**config.mk**
```make
export PLATFORM = sky130hd
export DESIGN_NAME = wb_sram_dual_port_arbiter_flat
export DESIGN_NICKNAME = d
export VERILOG_FILES = /design/src/rtl/wb_sram_arb_pkg.sv /design/src/rtl/generic_sram_line_en_if.sv /design/src/rtl/wb_if.sv /design/src/rtl/wb_rr_arbiter2.sv /design/src/rtl/wb_sram_dual_port_arbiter.sv /design/src/flat_wrapper.sv
export SDC_FILE = /design/constraint.sdc
export NUM_CORES = 1
export LEC_CHECK = 0
export CAP_MARGIN = 30
export CORE_AREA = 2 2 96 98
export DETAILED_ROUTE_END_ITERATION = 16
export DIE_AREA = 0 0 98 100
export PLACE_DENSITY = 0.66
export SETUP_SLACK_MARGIN = 0.1
export SLEW_MARGIN = 20
export SYNTH_ARGS = -nofsm -noshare
export SYNTH_HDL_FRONTEND = slang
export SYNTH_HIERARCHICAL = 1
export SYNTH_SLANG_ARGS = --single-unit
export TNS_END_PERCENT = 10
```
**constraint.sdc**
```tcl
create_clock -name clk -period 5.3 [get_ports clk]
set_input_delay 1.06 -clock clk [delete_from_list [all_inputs] [get_ports clk]]
set_output_delay 1.06 -clock clk [all_outputs]
set_load 0.005 [all_outputs]
```
**src/rtl/wb_sram_arb_pkg.sv**
```systemverilog
// Shared types and constants for the dual-port Wishbone SRAM arbiter.
// FSM states, port id and word-offset helper.
package wb_sram_arb_pkg;

  typedef enum logic [1:0] {
    IDLE,
    WR,
    RD,
    DONE
  } state_t;

  typedef logic port_t;

  localparam int unsigned BURST_W = 4;
  localparam int unsigned LAT_W   = 2;

  function automatic int unsigned word_off(
    input int unsigned dw
  );
    return $clog2(dw / 8);
  endfunction

endpackage

```
**src/rtl/generic_sram_line_en_if.sv**
```systemverilog
// Generic line-enable SRAM port.
// The client drives address and enables; the macro returns read_data.
interface generic_sram_line_en_if #(
  parameter int unsigned AW = 8,
  parameter int unsigned DW = 32
) ();
  logic [AW-1:0] addr;
  logic          read_en;
  logic          write_en;
  logic [DW-1:0] write_data;
  logic [DW-1:0] read_data;

  modport sram_client (
    output addr, read_en, write_en, write_data,
    input  read_data
  );

  modport sram (
    input  addr, read_en, write_en, write_data,
    output read_data
  );
endinterface

```
**src/rtl/wb_if.sv**
```systemverilog
// Classic Wishbone bus bundle.
// Slave modport for the arbiter, master modport for initiators.
interface wb_if #(
  parameter int unsigned AW = 10,
  parameter int unsigned DW = 32
) ();
  logic          CYC;
  logic          STB;
  logic          WE;
  logic [AW-1:0] ADR;
  logic [DW-1:0] DAT_W;
  logic [DW-1:0] DAT_R;
  logic [DW/8-1:0] SEL;
  logic          ACK;
  logic          ERR;
  logic          TGD_R;

  modport slave (
    input  CYC, STB, WE, ADR, DAT_W, SEL,
    output ACK, ERR, DAT_R, TGD_R
  );

  modport master (
    output CYC, STB, WE, ADR, DAT_W, SEL,
    input  ACK, ERR, DAT_R, TGD_R
  );
endinterface

```
**src/rtl/wb_rr_arbiter2.sv**
```systemverilog
// Two-way round-robin grant with a bounded bus lock.
// i_lock marks the slot after a completed transaction.
module wb_rr_arbiter2
  import wb_sram_arb_pkg::*;
#(
  parameter int unsigned MAX_BURST = 4
) (
  input  logic [1:0]         i_req,
  input  logic               i_lock,
  input  port_t              i_last_grant,
  input  port_t              i_owner,
  input  logic [BURST_W-1:0] i_burst_cnt,
  output logic               o_grant,
  output port_t              o_owner,
  output logic               o_fresh
);

  localparam logic [BURST_W-1:0] BURST_MAX =
    BURST_W'(MAX_BURST);

  port_t w_last;
  logic  w_keep;

  // i_burst_cnt already includes the transaction just finished
  always_comb begin
    w_last  = i_lock ? i_owner : i_last_grant;
    w_keep  = i_lock && i_req[i_owner] &&
              (!i_req[~i_owner] ||
               (i_burst_cnt < BURST_MAX));
    o_grant = |i_req;
    o_owner = i_owner;
    o_fresh = 1'b0;
    if (!w_keep) begin
      o_fresh = 1'b1;
      if (&i_req) o_owner = ~w_last;
      else        o_owner = i_req[1];
    end
  end

endmodule

```
**src/rtl/wb_sram_dual_port_arbiter.sv**
```systemverilog
// Two Wishbone slave ports sharing one line-enable SRAM.
// Round-robin with bounded burst lock; 1-cycle write, N-cycle read.
module wb_sram_dual_port_arbiter
  import wb_sram_arb_pkg::*;
#(
  parameter int unsigned ADDRESS_WIDTH = 10,
  parameter int unsigned DATA_WIDTH    = 32,
  parameter int unsigned READ_LATENCY  = 2,
  parameter int unsigned MAX_BURST     = 4
) (
  input  logic clk,
  input  logic rstn,
  wb_if.slave  wb_s0,
  wb_if.slave  wb_s1,
  generic_sram_line_en_if.sram_client sram_m
);

  localparam int unsigned OFF = word_off(DATA_WIDTH);
  localparam int unsigned SAW = ADDRESS_WIDTH - OFF;
  localparam logic [LAT_W-1:0] LAT_LAST =
    LAT_W'(READ_LATENCY - 1);
  localparam logic [BURST_W-1:0] BURST_MAX =
    BURST_W'(MAX_BURST);

  state_t             r_state, w_state_n;
  port_t              r_owner, w_owner_n;
  port_t              r_last, w_last_n;
  logic [BURST_W-1:0] r_burst, w_burst_n;
  logic [LAT_W-1:0]   r_lat, w_lat_n;

  logic [1:0]          w_req;
  logic                w_lock;
  logic [BURST_W-1:0]  w_cnt_inc;
  logic                w_gnt;
  port_t               w_gnt_owner;
  logic                w_fresh;
  logic                w_we_new;
  logic [SAW-1:0]      w_adr;
  logic [DATA_WIDTH-1:0] w_dat;
  logic                w_ack;
  logic                w_rd_ack;
  logic                w_unused;

  assign w_req = {wb_s1.CYC & wb_s1.STB,
                  wb_s0.CYC & wb_s0.STB};
  assign w_lock = (r_state == DONE);
  assign w_cnt_inc = (r_burst >= BURST_MAX) ?
                     BURST_MAX : r_burst + 4'd1;

  assign w_we_new = w_gnt_owner ? wb_s1.WE : wb_s0.WE;
  assign w_adr = r_owner ?
    wb_s1.ADR[ADDRESS_WIDTH-1:OFF] :
    wb_s0.ADR[ADDRESS_WIDTH-1:OFF];
  assign w_dat = r_owner ? wb_s1.DAT_W : wb_s0.DAT_W;

  assign w_unused = ^{wb_s0.SEL, wb_s1.SEL,
                      wb_s0.ADR[OFF-1:0],
                      wb_s1.ADR[OFF-1:0]};

  wb_rr_arbiter2 #(
    .MAX_BURST(MAX_BURST)
  ) u_arb (
    .i_req       (w_req),
    .i_lock      (w_lock),
    .i_last_grant(r_last),
    .i_owner     (r_owner),
    .i_burst_cnt (w_cnt_inc),
    .o_grant     (w_gnt),
    .o_owner     (w_gnt_owner),
    .o_fresh     (w_fresh)
  );

  always_ff @(posedge clk or negedge rstn) begin
    if (!rstn) begin
      r_state <= IDLE;
      r_owner <= 1'b0;
      r_last  <= 1'b1;
      r_burst <= '0;
      r_lat   <= '0;
    end else begin
      r_state <= w_state_n;
      r_owner <= w_owner_n;
      r_last  <= w_last_n;
      r_burst <= w_burst_n;
      r_lat   <= w_lat_n;
    end
  end

  always_comb begin
    w_state_n = r_state;
    w_owner_n = r_owner;
    w_last_n  = r_last;
    w_burst_n = r_burst;
    w_lat_n   = r_lat;
    unique case (r_state)
      IDLE: begin
        if (w_gnt) begin
          w_owner_n = w_gnt_owner;
          w_burst_n = '0;
          w_lat_n   = '0;
          w_state_n = w_we_new ? WR : RD;
        end
      end
      WR: w_state_n = DONE;
      RD: begin
        if (r_lat == LAT_LAST) w_state_n = DONE;
        else w_lat_n = r_lat + 2'd1;
      end
      DONE: begin
        w_last_n  = r_owner;
        w_lat_n   = '0;
        w_burst_n = w_cnt_inc;
        w_state_n = IDLE;
        if (w_gnt) begin
          w_owner_n = w_gnt_owner;
          if (w_fresh) w_burst_n = '0;
          w_state_n = w_we_new ? WR : RD;
        end
      end
      default: w_state_n = IDLE;
    endcase
  end

  assign w_rd_ack = (r_state == RD) && (r_lat == LAT_LAST);
  assign w_ack = (r_state == WR) || w_rd_ack;

  always_comb begin
    sram_m.addr       = '0;
    sram_m.read_en    = 1'b0;
    sram_m.write_en   = 1'b0;
    sram_m.write_data = '0;
    if (r_state == WR) begin
      sram_m.addr       = w_adr;
      sram_m.write_en   = 1'b1;
      sram_m.write_data = w_dat;
    end else if (r_state == RD) begin
      sram_m.addr    = w_adr;
      sram_m.read_en = 1'b1;
    end
  end

  assign wb_s0.ACK = w_ack & ~r_owner;
  assign wb_s1.ACK = w_ack & r_owner;
  assign wb_s0.DAT_R = (w_rd_ack && !r_owner) ?
                       sram_m.read_data : '0;
  assign wb_s1.DAT_R = (w_rd_ack && r_owner) ?
                       sram_m.read_data : '0;
  assign wb_s0.ERR   = 1'b0;
  assign wb_s1.ERR   = 1'b0;
  assign wb_s0.TGD_R = 1'b0;
  assign wb_s1.TGD_R = 1'b0;

endmodule

```
**src/flat_wrapper.sv**
```systemverilog
// flat-port wrapper written by rule: the top's interface ports become plain ports
module wb_sram_dual_port_arbiter_flat import wb_sram_arb_pkg::*;
#(
  parameter int unsigned ADDRESS_WIDTH = 10,
  parameter int unsigned DATA_WIDTH    = 32,
  parameter int unsigned READ_LATENCY  = 2,
  parameter int unsigned MAX_BURST     = 4
)
  (clk, rstn, wb_s0_CYC, wb_s0_STB, wb_s0_WE, wb_s0_ADR, wb_s0_DAT_W, wb_s0_SEL, wb_s0_ACK, wb_s0_ERR, wb_s0_DAT_R, wb_s0_TGD_R, wb_s1_CYC, wb_s1_STB, wb_s1_WE, wb_s1_ADR, wb_s1_DAT_W, wb_s1_SEL, wb_s1_ACK, wb_s1_ERR, wb_s1_DAT_R, wb_s1_TGD_R, sram_m_addr, sram_m_read_en, sram_m_write_en, sram_m_write_data, sram_m_read_data);
  wb_if #(.AW(10), .DW(32)) wb_s0_i ();
  wb_if #(.AW(10), .DW(32)) wb_s1_i ();
  generic_sram_line_en_if #(.AW(8), .DW(32)) sram_m_i ();
  input  logic clk;
  input  logic rstn;
  input wire logic [$bits(wb_s0_i.CYC)-1:0] wb_s0_CYC;
  input wire logic [$bits(wb_s0_i.STB)-1:0] wb_s0_STB;
  input wire logic [$bits(wb_s0_i.WE)-1:0] wb_s0_WE;
  input wire logic [$bits(wb_s0_i.ADR)-1:0] wb_s0_ADR;
  input wire logic [$bits(wb_s0_i.DAT_W)-1:0] wb_s0_DAT_W;
  input wire logic [$bits(wb_s0_i.SEL)-1:0] wb_s0_SEL;
  output wire logic [$bits(wb_s0_i.ACK)-1:0] wb_s0_ACK;
  output wire logic [$bits(wb_s0_i.ERR)-1:0] wb_s0_ERR;
  output wire logic [$bits(wb_s0_i.DAT_R)-1:0] wb_s0_DAT_R;
  output wire logic [$bits(wb_s0_i.TGD_R)-1:0] wb_s0_TGD_R;
  input wire logic [$bits(wb_s1_i.CYC)-1:0] wb_s1_CYC;
  input wire logic [$bits(wb_s1_i.STB)-1:0] wb_s1_STB;
  input wire logic [$bits(wb_s1_i.WE)-1:0] wb_s1_WE;
  input wire logic [$bits(wb_s1_i.ADR)-1:0] wb_s1_ADR;
  input wire logic [$bits(wb_s1_i.DAT_W)-1:0] wb_s1_DAT_W;
  input wire logic [$bits(wb_s1_i.SEL)-1:0] wb_s1_SEL;
  output wire logic [$bits(wb_s1_i.ACK)-1:0] wb_s1_ACK;
  output wire logic [$bits(wb_s1_i.ERR)-1:0] wb_s1_ERR;
  output wire logic [$bits(wb_s1_i.DAT_R)-1:0] wb_s1_DAT_R;
  output wire logic [$bits(wb_s1_i.TGD_R)-1:0] wb_s1_TGD_R;
  output wire logic [$bits(sram_m_i.addr)-1:0] sram_m_addr;
  output wire logic [$bits(sram_m_i.read_en)-1:0] sram_m_read_en;
  output wire logic [$bits(sram_m_i.write_en)-1:0] sram_m_write_en;
  output wire logic [$bits(sram_m_i.write_data)-1:0] sram_m_write_data;
  input wire logic [$bits(sram_m_i.read_data)-1:0] sram_m_read_data;
  assign wb_s0_i.CYC = wb_s0_CYC;
  assign wb_s0_i.STB = wb_s0_STB;
  assign wb_s0_i.WE = wb_s0_WE;
  assign wb_s0_i.ADR = wb_s0_ADR;
  assign wb_s0_i.DAT_W = wb_s0_DAT_W;
  assign wb_s0_i.SEL = wb_s0_SEL;
  assign wb_s0_ACK = wb_s0_i.ACK;
  assign wb_s0_ERR = wb_s0_i.ERR;
  assign wb_s0_DAT_R = wb_s0_i.DAT_R;
  assign wb_s0_TGD_R = wb_s0_i.TGD_R;
  assign wb_s1_i.CYC = wb_s1_CYC;
  assign wb_s1_i.STB = wb_s1_STB;
  assign wb_s1_i.WE = wb_s1_WE;
  assign wb_s1_i.ADR = wb_s1_ADR;
  assign wb_s1_i.DAT_W = wb_s1_DAT_W;
  assign wb_s1_i.SEL = wb_s1_SEL;
  assign wb_s1_ACK = wb_s1_i.ACK;
  assign wb_s1_ERR = wb_s1_i.ERR;
  assign wb_s1_DAT_R = wb_s1_i.DAT_R;
  assign wb_s1_TGD_R = wb_s1_i.TGD_R;
  assign sram_m_addr = sram_m_i.addr;
  assign sram_m_read_en = sram_m_i.read_en;
  assign sram_m_write_en = sram_m_i.write_en;
  assign sram_m_write_data = sram_m_i.write_data;
  assign sram_m_i.read_data = sram_m_read_data;
  wb_sram_dual_port_arbiter #(.ADDRESS_WIDTH(ADDRESS_WIDTH), .DATA_WIDTH(DATA_WIDTH), .READ_LATENCY(READ_LATENCY), .MAX_BURST(MAX_BURST)) u_core (.clk(clk), .rstn(rstn), .wb_s0(wb_s0_i), .wb_s1(wb_s1_i), .sram_m(sram_m_i));
endmodule
```
==> results of run 1 <==
-- worst max-delay path, cell delays in order, from the launching register on --
cell	delay (ns)
sky130_fd_sc_hd__dfrtp_1	0.41
sky130_fd_sc_hd__inv_1	0.12
sky130_fd_sc_hd__ha_1	0.33
sky130_fd_sc_hd__and3_1	0.80
sky130_fd_sc_hd__and2_1	0.23
sky130_fd_sc_hd__clkdlybuf4s50_1	0.51
-- per-stage QoR --
step | hold slack, ns | instances
floorplan | 0.496 | 246
global placement | 0.520 | 568
detailed placement | 0.527 | 568
CTS | 0.535 | 572
global route | 0.562 | 573
finish | 0.532 | 573
-- Yosys cell counts, drive strengths merged (2+ instances only) --
master / instances
o21ai: 8
or2b: 2
or3: 2
mux2i: 41
buf: 9
a21oi: 3
mux2: 5
inv: 6
nor3: 2
nand2: 2
a22oi: 6
and2: 66
nor2: 11
a22o: 2
or2: 2
dfrtp: 9
clkbuf: 9
ha: 7
nor2b: 36
-- layer usage --
layer,up-vias,track usage
li1,1239,-
met1,1094,0.177
met3,6,0.0376
met4,0,0.0288
met2,128,0.262
met5,-,0
-- layout make-up --
| type | count | area [um^2] | share of cell area |
|---|---|---|---|
| inverters | 6 | 22.5 | 0.00524 |
| multi-input cells | 212 | 1530 | 0.355 |
| flip-flops and latches | 10 | 253 | 0.0588 |
| well taps | 111 | 139 | 0.0323 |
| clock buffers | 4 | 55.1 | 0.0128 |
| repair buffers | 230 | 2300 | 0.536 |
-- power breakdown --
part | total (mW) | internal [mW] | switching (mW)
clock | 0.0959 | 0.0654 | 0.0306
combinational | 0.961 | 0.580 | 0.381
sequential | 0.144 | 0.106 | 0.0378
-- flip-flops by register name, summed over array words and instances (netlist names) --
register	flops
u_core/r_state	2
u_core/r_lat	2
u_core/r_owner	1
u_core/r_burst	4
u_core/r_last	1
-- path summary, 6_finish.rpt --
| path | start | end | slack [ns] | cells after the start |
|---|---|---|---|---|
| worst max-delay path | u_core/r_state[0]$_DFFE_PN0P_ | wb_s1_DAT_R[31] | 1.58 | 5 |
| worst min-delay path | u_core/r_burst[3]$_DFFE_PN0P_ | u_core/r_burst[3]$_DFFE_PN0P_ | 0.53 | 2 |
| worst max register to register | u_core/r_burst[0]$_DFFE_PN0P_ | u_core/r_state[1]$_DFFE_PN0P_ | 2.94 | 8 |
| worst min register to register | u_core/r_burst[3]$_DFFE_PN0P_ | u_core/r_burst[3]$_DFFE_PN0P_ | 0.53 | 2 |
| max in group asynchronous | rstn | u_core/r_owner$_DFFE_PN0P_ | 3.77 | 1 |
| min in group asynchronous | rstn | u_core/r_burst[0]$_DFFE_PN0P_ | 1.16 | 1 |
-- layout by cell type (no fill, tap or decap), types with 2 or more instances in the layout --
| master | n |
|---|---|
| sky130_fd_sc_hd__clkdlybuf4s50_1 | 227 |
| sky130_fd_sc_hd__and2_1 | 66 |
| sky130_fd_sc_hd__mux2i_1 | 41 |
| sky130_fd_sc_hd__nor2b_1 | 35 |
| sky130_fd_sc_hd__nor2_1 | 11 |
| sky130_fd_sc_hd__o21ai_0 | 8 |
| sky130_fd_sc_hd__dfrtp_1 | 8 |
| sky130_fd_sc_hd__ha_1 | 7 |
| sky130_fd_sc_hd__conb_1 | 7 |
| sky130_fd_sc_hd__a22oi_1 | 6 |
| sky130_fd_sc_hd__inv_1 | 5 |
| sky130_fd_sc_hd__mux2_2 | 5 |
| sky130_fd_sc_hd__clkbuf_8 | 4 |
| sky130_fd_sc_hd__a21oi_1 | 3 |
| sky130_fd_sc_hd__buf_4 | 2 |
| sky130_fd_sc_hd__or3_1 | 2 |
| sky130_fd_sc_hd__or2b_1 | 2 |
| sky130_fd_sc_hd__or2_2 | 2 |
| sky130_fd_sc_hd__nand2_1 | 2 |
| sky130_fd_sc_hd__a22o_1 | 2 |
-- cell families (layout without fill, tap and decap cells) --
logic type      count (synthesis)  after routing
simple gates                  127            127
buf+inv                        24            240
fa+ha+maj                       7              7
other cells                     1              7
flops                          10             10
mux                            46             46
compound gates                 25             25
==> results.md, run 1 <==
- Run status: complete, no violations
- Final #Nets: roughly 600
- Count of input and output buffers: around 230
- Dpl cell area: 4230 um^2
- Number of distinct library cells after synthesis: 35
- Type of element capturing the critical path: primary output
- Hold buffer count at cts: 0
- Worst Max-Slew Pin Slew: ~0.90 ns
- Shortest clock period the worst path allows after layout: roughly 3.7 ns
- Boundary pin count: 244
- Placer congestion estimate: roughly 0.73
- Diodes inserted: 0
- Post-Synth Adder-Cell Area: 0.0464
- Number of antenna violations at the first check in global routing: 0
- Total Die Area: ~9800 um^2
- Mapped Area: around 1900 um^2
- Flip-flop and latch count after synthesis: 10
- Later-pin clock latency in the skew report: roughly 0.23 ns
- Summed negative setup slack over all endpoints: 0 ns
- Worst setup path class: reg2out
- Cell type with the largest total area after synthesis: sky130_fd_sc_hd__and2_1
- Top cells by area in the synthesized netlist: sky130_fd_sc_hd__and2_1 22%, sky130_fd_sc_hd__mux2i_1 22%, sky130_fd_sc_hd__dfrtp_1 12%
- Setup slack at placement: about 1.8 ns
- Number of synthesized flops with an enable pin: 0
- Number of instances in the synthesized netlist: 240
- Maximum clock frequency: 0.269 GHz
- Area share of the largest cell type after synthesis: 0.219
- Kind of path behind the tightest hold check: reg2reg
- Vias after detailed routing: between 2k and 2.5k
- M1 WL: approximately 3200 um
- Kind of start point of the critical path: flop
- Synthesis-to-finish area growth: 128%
- Global route total overflow: 0
- Top routing layer used: met4
- Pin count of the biggest net entering global routing: 38
- Count of buffers added by post-CTS timing repair for setup: 0
- Worst-path maximum fanout: 32
- Total of fill cells in the finished design: roughly 850
- Remaining number of nets flagged by the antenna check after routing: 0
- Post-detailed-route via-to-cell ratio: approximately 4.3
- Basic-gate share of the synthesized area counting and, or, nand and nor cells: 0.414
- Core outline area: 8890 um^2
- Clk sinks: 10
- Crit path DAT: 2.66 ns
- Post_cts resized: 0
- Std-Cell Rows: 35
- Fraction of the mapped netlist area in compound gates: 0.0869
- Static leakage power: between 1.5 and 2 nW
- DR WL met2: 3860 um
- Final core utilization: 0.483
- Remaining routing DRC violations: 0
- Number of warnings printed during yosys synthesis: 6
- Setup repair after global routing missed its margin: no
- Final worst path period share: 0.701
- Share of synthesized flip-flops with an asynchronous set or reset: 1.00
- Slew Viols, Final: 0
- Fraction of synthesized area in multiplexers: 0.247
- Required time at the endpoint of the critical path: approximately 4.2 ns
- Number of buffers on the longest clock path: 2
- Final Cell Area: 4300 um^2
- Starting utilization of the core area: 0.212
- Routed wirelength normalized by instance count: ~14 um
- Total power of the final layout: 1.20 mW
- Max_slew headroom: 0.397
- Number of endpoints with negative hold slack in the final report: 0
- Predominant post-synthesis flop cell: sky130_fd_sc_hd__dfrtp_1
- DP HPWL: ~6400 um
- Global-route wire length before repair: ~12000 um
- Post-route setup slack: roughly 1.6 ns
- Number of global-route vias before repair: roughly 2.3k
- Final worst clock skew: roughly 0.0015 ns
- Average cell area after synthesis: a little under 8 um^2
- TritonCTS clock tree: yes
- Die height: about 100 um
- Dominant combinational cell family by area after synthesis: simple AND/OR/NAND/NOR gates
- Synth Area in XOR/XNOR: 0
- Length of routed met3 wiring: 652 um
- Final Setup Violations: 0
- Overall fraction of global-route tracks in use: 0.146
- Share of layout cells above drive strength 1: 0.0455
- DRT iter0 DRCs: 32
- WL final: ~8000 um
- Count of maximum capacitance violations: 0
- CTS Buf Count: 3
- Power per Cell Area: between 200 and 300 nW/um^2
- Buffer cell driving the clock tree root: sky130_fd_sc_hd__clkbuf_8
- Die boundary width: around 98 um
- CTS clk-pin slew, worst paths: 0.05 ns
- Proportion of synthesized chip area in sequential cells: 0.133
- H-tree levels: 1
- Pre-Repair DR Iteration Count: 4
- Worst supply voltage drop on vdd: between 0.15 and 0.2 mV
Note: power is estimated with default switching activity, not from simulation.
==> run 2, diff against run 1 <==
Settings changed: CORE_AREA 2 2 96 98 to 2 2 95 97, DIE_AREA 0 0 98 100 to 0 0 97 99, PLACE_DENSITY 0.66 to 0.71.
Clock period 5.3 ns to 3.25 ns, I/O delays scaled along.
==> run 2 against run 1 <==
Via count is 0.20% lower. Non-clock buffer count is 2 higher. Combinational power is 64% higher. First-iteration DRC count is 130% higher. Clock power is 63% higher. Worst hold slack better by 0.0081 ns. Cell count is 0.17% lower. Core utilization is 2.1 points higher. Register-to-register slack worse by 2.1 ns. Highest routed layer unchanged.
==> results.md, run 2 (synthesized netlist as in run 1, its figures left out) <==
- CP Launch Point: u_core/r_state[0]$_DFFE_PN0P_
- Top Registers: u_core/r_burst (4), u_core/r_lat (2), u_core/r_state (2)
- Kind of path behind the tightest hold check: reg2reg
- Synthesis-to-finish area growth: 129%
- Remaining number of nets flagged by the antenna check after routing: 0 (unchanged)
- Final #Nets: 604 (+0.33%)
- Post-route setup slack: 0.340 ns (-1.24 ns)
- Global route total overflow: 0 (unchanged)
- Count of input and output buffers: 227 (unchanged)
- Post_cts resized: 0 (unchanged)
- Commonest cells after routing, fill and taps aside: 227 x sky130_fd_sc_hd__clkdlybuf4s50_1, 66 x sky130_fd_sc_hd__and2_1, 41 x sky130_fd_sc_hd__mux2i_1, 35 x sky130_fd_sc_hd__nor2b_1, 11 x sky130_fd_sc_hd__nor2_1
- Std-Cell Rows: 34 (-2.9%)
- Remaining routing DRC violations: 0 (unchanged)
- TritonCTS clock tree: yes
- CP most frequent cell: sky130_fd_sc_hd__inv_1
- Pre-Repair DR Iteration Count: 4 (unchanged)
- Starting utilization of the core area: 0.221 (+0.00842)
- Worst Max-Slew Pin Slew: 0.568 ns (-0.336 ns)
- Core outline area: 8550 um^2 (-3.8%)
- Buffer cell driving the clock tree root: sky130_fd_sc_hd__clkbuf_8
- Placer congestion estimate: 0.840 (+15%)
- Later-pin clock latency in the skew report: 0.23 ns (about the same)
- Die height: 99 um (-1.0%)
- Setup slack at placement: 0.576 ns (-1.20 ns)
- Die boundary width: 97 um (-1.0%)
- Crit path DAT: 2.26 ns (-0.40 ns)
- Share of layout cells above drive strength 1: 0.0496 (+0.00411)
- Summed negative setup slack over all endpoints: 0 ns (unchanged)
- Power per Cell Area: 457 nW/um^2 (+63%)
- Final core utilization: 0.505 (+0.0211)
- Hold Worst Slack: 0.541 ns (+0.00808 ns)
- Worst setup path class: reg2out
- Overall fraction of global-route tracks in use: 0.151 (+0.00491)
- Final Setup Violations: 0 (unchanged)
- Worst stage delay on the critical path: 0.50 ns (-0.30 ns)
- Kind of start point of the critical path: flop
- CTS clk-pin slew, worst paths: 0.05 ns (about the same)
- Final worst clock skew: 0.000913 ns (-0.000585 ns)
- Shortest clock period the worst path allows after layout: approximately 2.9 ns
- Required time at the endpoint of the critical path: 2.60 ns (-1.64 ns)
- Startpoint of the most critical register-to-register path: u_core/r_burst[0]$_DFFE_PN0P_
- Total Die Area: 9600 um^2 (-2.0%)
- Static leakage power: 1.68 nW (+0.76%)
- Clk sinks: 10 (unchanged)
- Total of fill cells in the finished design: 792 (-7.2%)
- Final Cell Area: 4310 um^2 (+0.38%)
- Number of global-route vias before repair: 2436 (+4.6%)
- Setup repair after global routing missed its margin: no
- Post-detailed-route via-to-cell ratio: 4.30 (about the same)
- Worst supply voltage drop on vdd: 0.311 mV (+73%)
- Global-route wire length before repair: 12000 um (+1.3%)
- Final worst path period share: 0.896
- Routed wirelength normalized by instance count: 13.7 um (+0.29%)
- Number of antenna violations at the first check in global routing: 0 (unchanged)
- Count of buffers added by post-CTS timing repair for setup: 0 (unchanged)
- Cell-by-cell listing of the critical path: inv_1, ha_1, inv_1, nor3_4, buf_4, and2_1, clkdlybuf4s50_1
- Diodes inserted: 0 (unchanged)
- Worst hold start: u_core/r_lat[1]$_DFFE_PN0P_
- CTS Buf Count: 3 (unchanged)
- Slew Viols, Final: 0 (unchanged)
- Count of maximum capacitance violations: 0 (unchanged)
- Max_slew headroom: 0.620 (+0.222)
- Most frequent standard cell in the layout excluding fill and tap cells: sky130_fd_sc_hd__clkdlybuf4s50_1
- Type of element capturing the critical path: primary output
- WL final: 7810 um (+0.12%)
- DP HPWL: 6530 um (+2.1%)
- Worst-path maximum fanout: 16 (-50%)
- Category of cells accounting for the largest share of critical-path delay: buffers and inverters
- Dpl cell area: 4260 um^2 (+0.74%)
- Pin count of the biggest net entering global routing: 37 (-2.6%)
- Vias after detailed routing: 2462 (-0.20%)
- Maximum clock frequency: roughly 0.34 GHz
- Run status: complete, no violations
- Crit path buf inv count: 4 (+2)
- Register with the most flip-flops: u_core/r_burst
- Boundary pin count: 244 (unchanged)
- DRT iter0 DRCs: 75 (+130%)
- Number of buffers on the longest clock path: 2 (unchanged)
- Flip-flop count of the largest register after layout: 4 (unchanged)
- H-tree levels: 1 (unchanged)
- Number of endpoints with negative hold slack in the final report: 0 (unchanged)
- Slowest cell on the critical path: sky130_fd_sc_hd__clkdlybuf4s50_1
- Hold buffer count at cts: 0 (unchanged)
## run 2: cell types whose count changed in the layout (fill, tap and decap cells not counted)
cell and delta:
sky130_fd_sc_hd__buf_12 +1, sky130_fd_sc_hd__buf_4 +2, sky130_fd_sc_hd__buf_8 -1
## run 2: layout make-up
type | instances | area [um^2] | area share
Timing Repair Buffer | 232 | 2320 | 0.538
Multi-Input combinational cell | 212 | 1530 | 0.354
Sequential cell | 10 | 253 | 0.0586
Tap cell | 108 | 135 | 0.0313
Clock buffer | 4 | 55.1 | 0.0128
Inverter | 6 | 22.5 | 0.00522
## run 2: worst paths after layout
path / to / slack [ns] / cells after the start
max in group asynchronous: u_core/r_owner$_DFFE_PN0P_ / 2.15 / 1
min reg2reg: u_core/r_lat[1]$_DFFE_PN0P_ / 0.54 / 1
max reg2reg: u_core/r_state[1]$_DFFE_PN0P_ / 0.89 / 8
min in group asynchronous: u_core/r_state[0]$_DFFE_PN0P_ / 0.75 / 1
max: wb_s0_DAT_R[18] / 0.34 / 7
min: u_core/r_lat[1]$_DFFE_PN0P_ / 0.54 / 1
## run 2: metal layers
metal	track usage	share of wire	vias up
met5	0	0	-
met4	0.0401	0.010	0
met3	0.0404	0.089	4
li1	-	-	1237
met1	0.173	0.39	1091
met2	0.277	0.51	130
## run 2: metrics by stage
stage	total power, mW	instances
after global routing	2.14	572
after global placement	1.80	568
after CTS	2.00	572
after detailed placement	1.83	568
after floorplan	1.04	246
final	1.97	572
## run 2: worst reg2reg max path, delay by kind of cell (launching register included)
kind	cells	cell delay [ns]
AO/OA/AOI/OAI	2	0.27
adder cells (fa/ha/maj)	1	0.20
flip-flops	1	0.40
multiplexers	2	0.49
AND/OR/NAND/NOR	3	0.89
## run 2: report_power, final
group | internal (mW) | total (mW) | switching, mW
Combinational | 0.960 | 1.58 | 0.617
Sequential | 0.173 | 0.236 | 0.0631
Clock | 0.107 | 0.156 | 0.0497
==> run 3, diff against run 2 <==
Settings changed: ABC_CLOCK_PERIOD_IN_PS set to 3250, CTS_CLUSTER_DIAMETER set to 150.
==> results of run 3 <==
The final DEF is identical to that of run 2; final timing and power are the same.
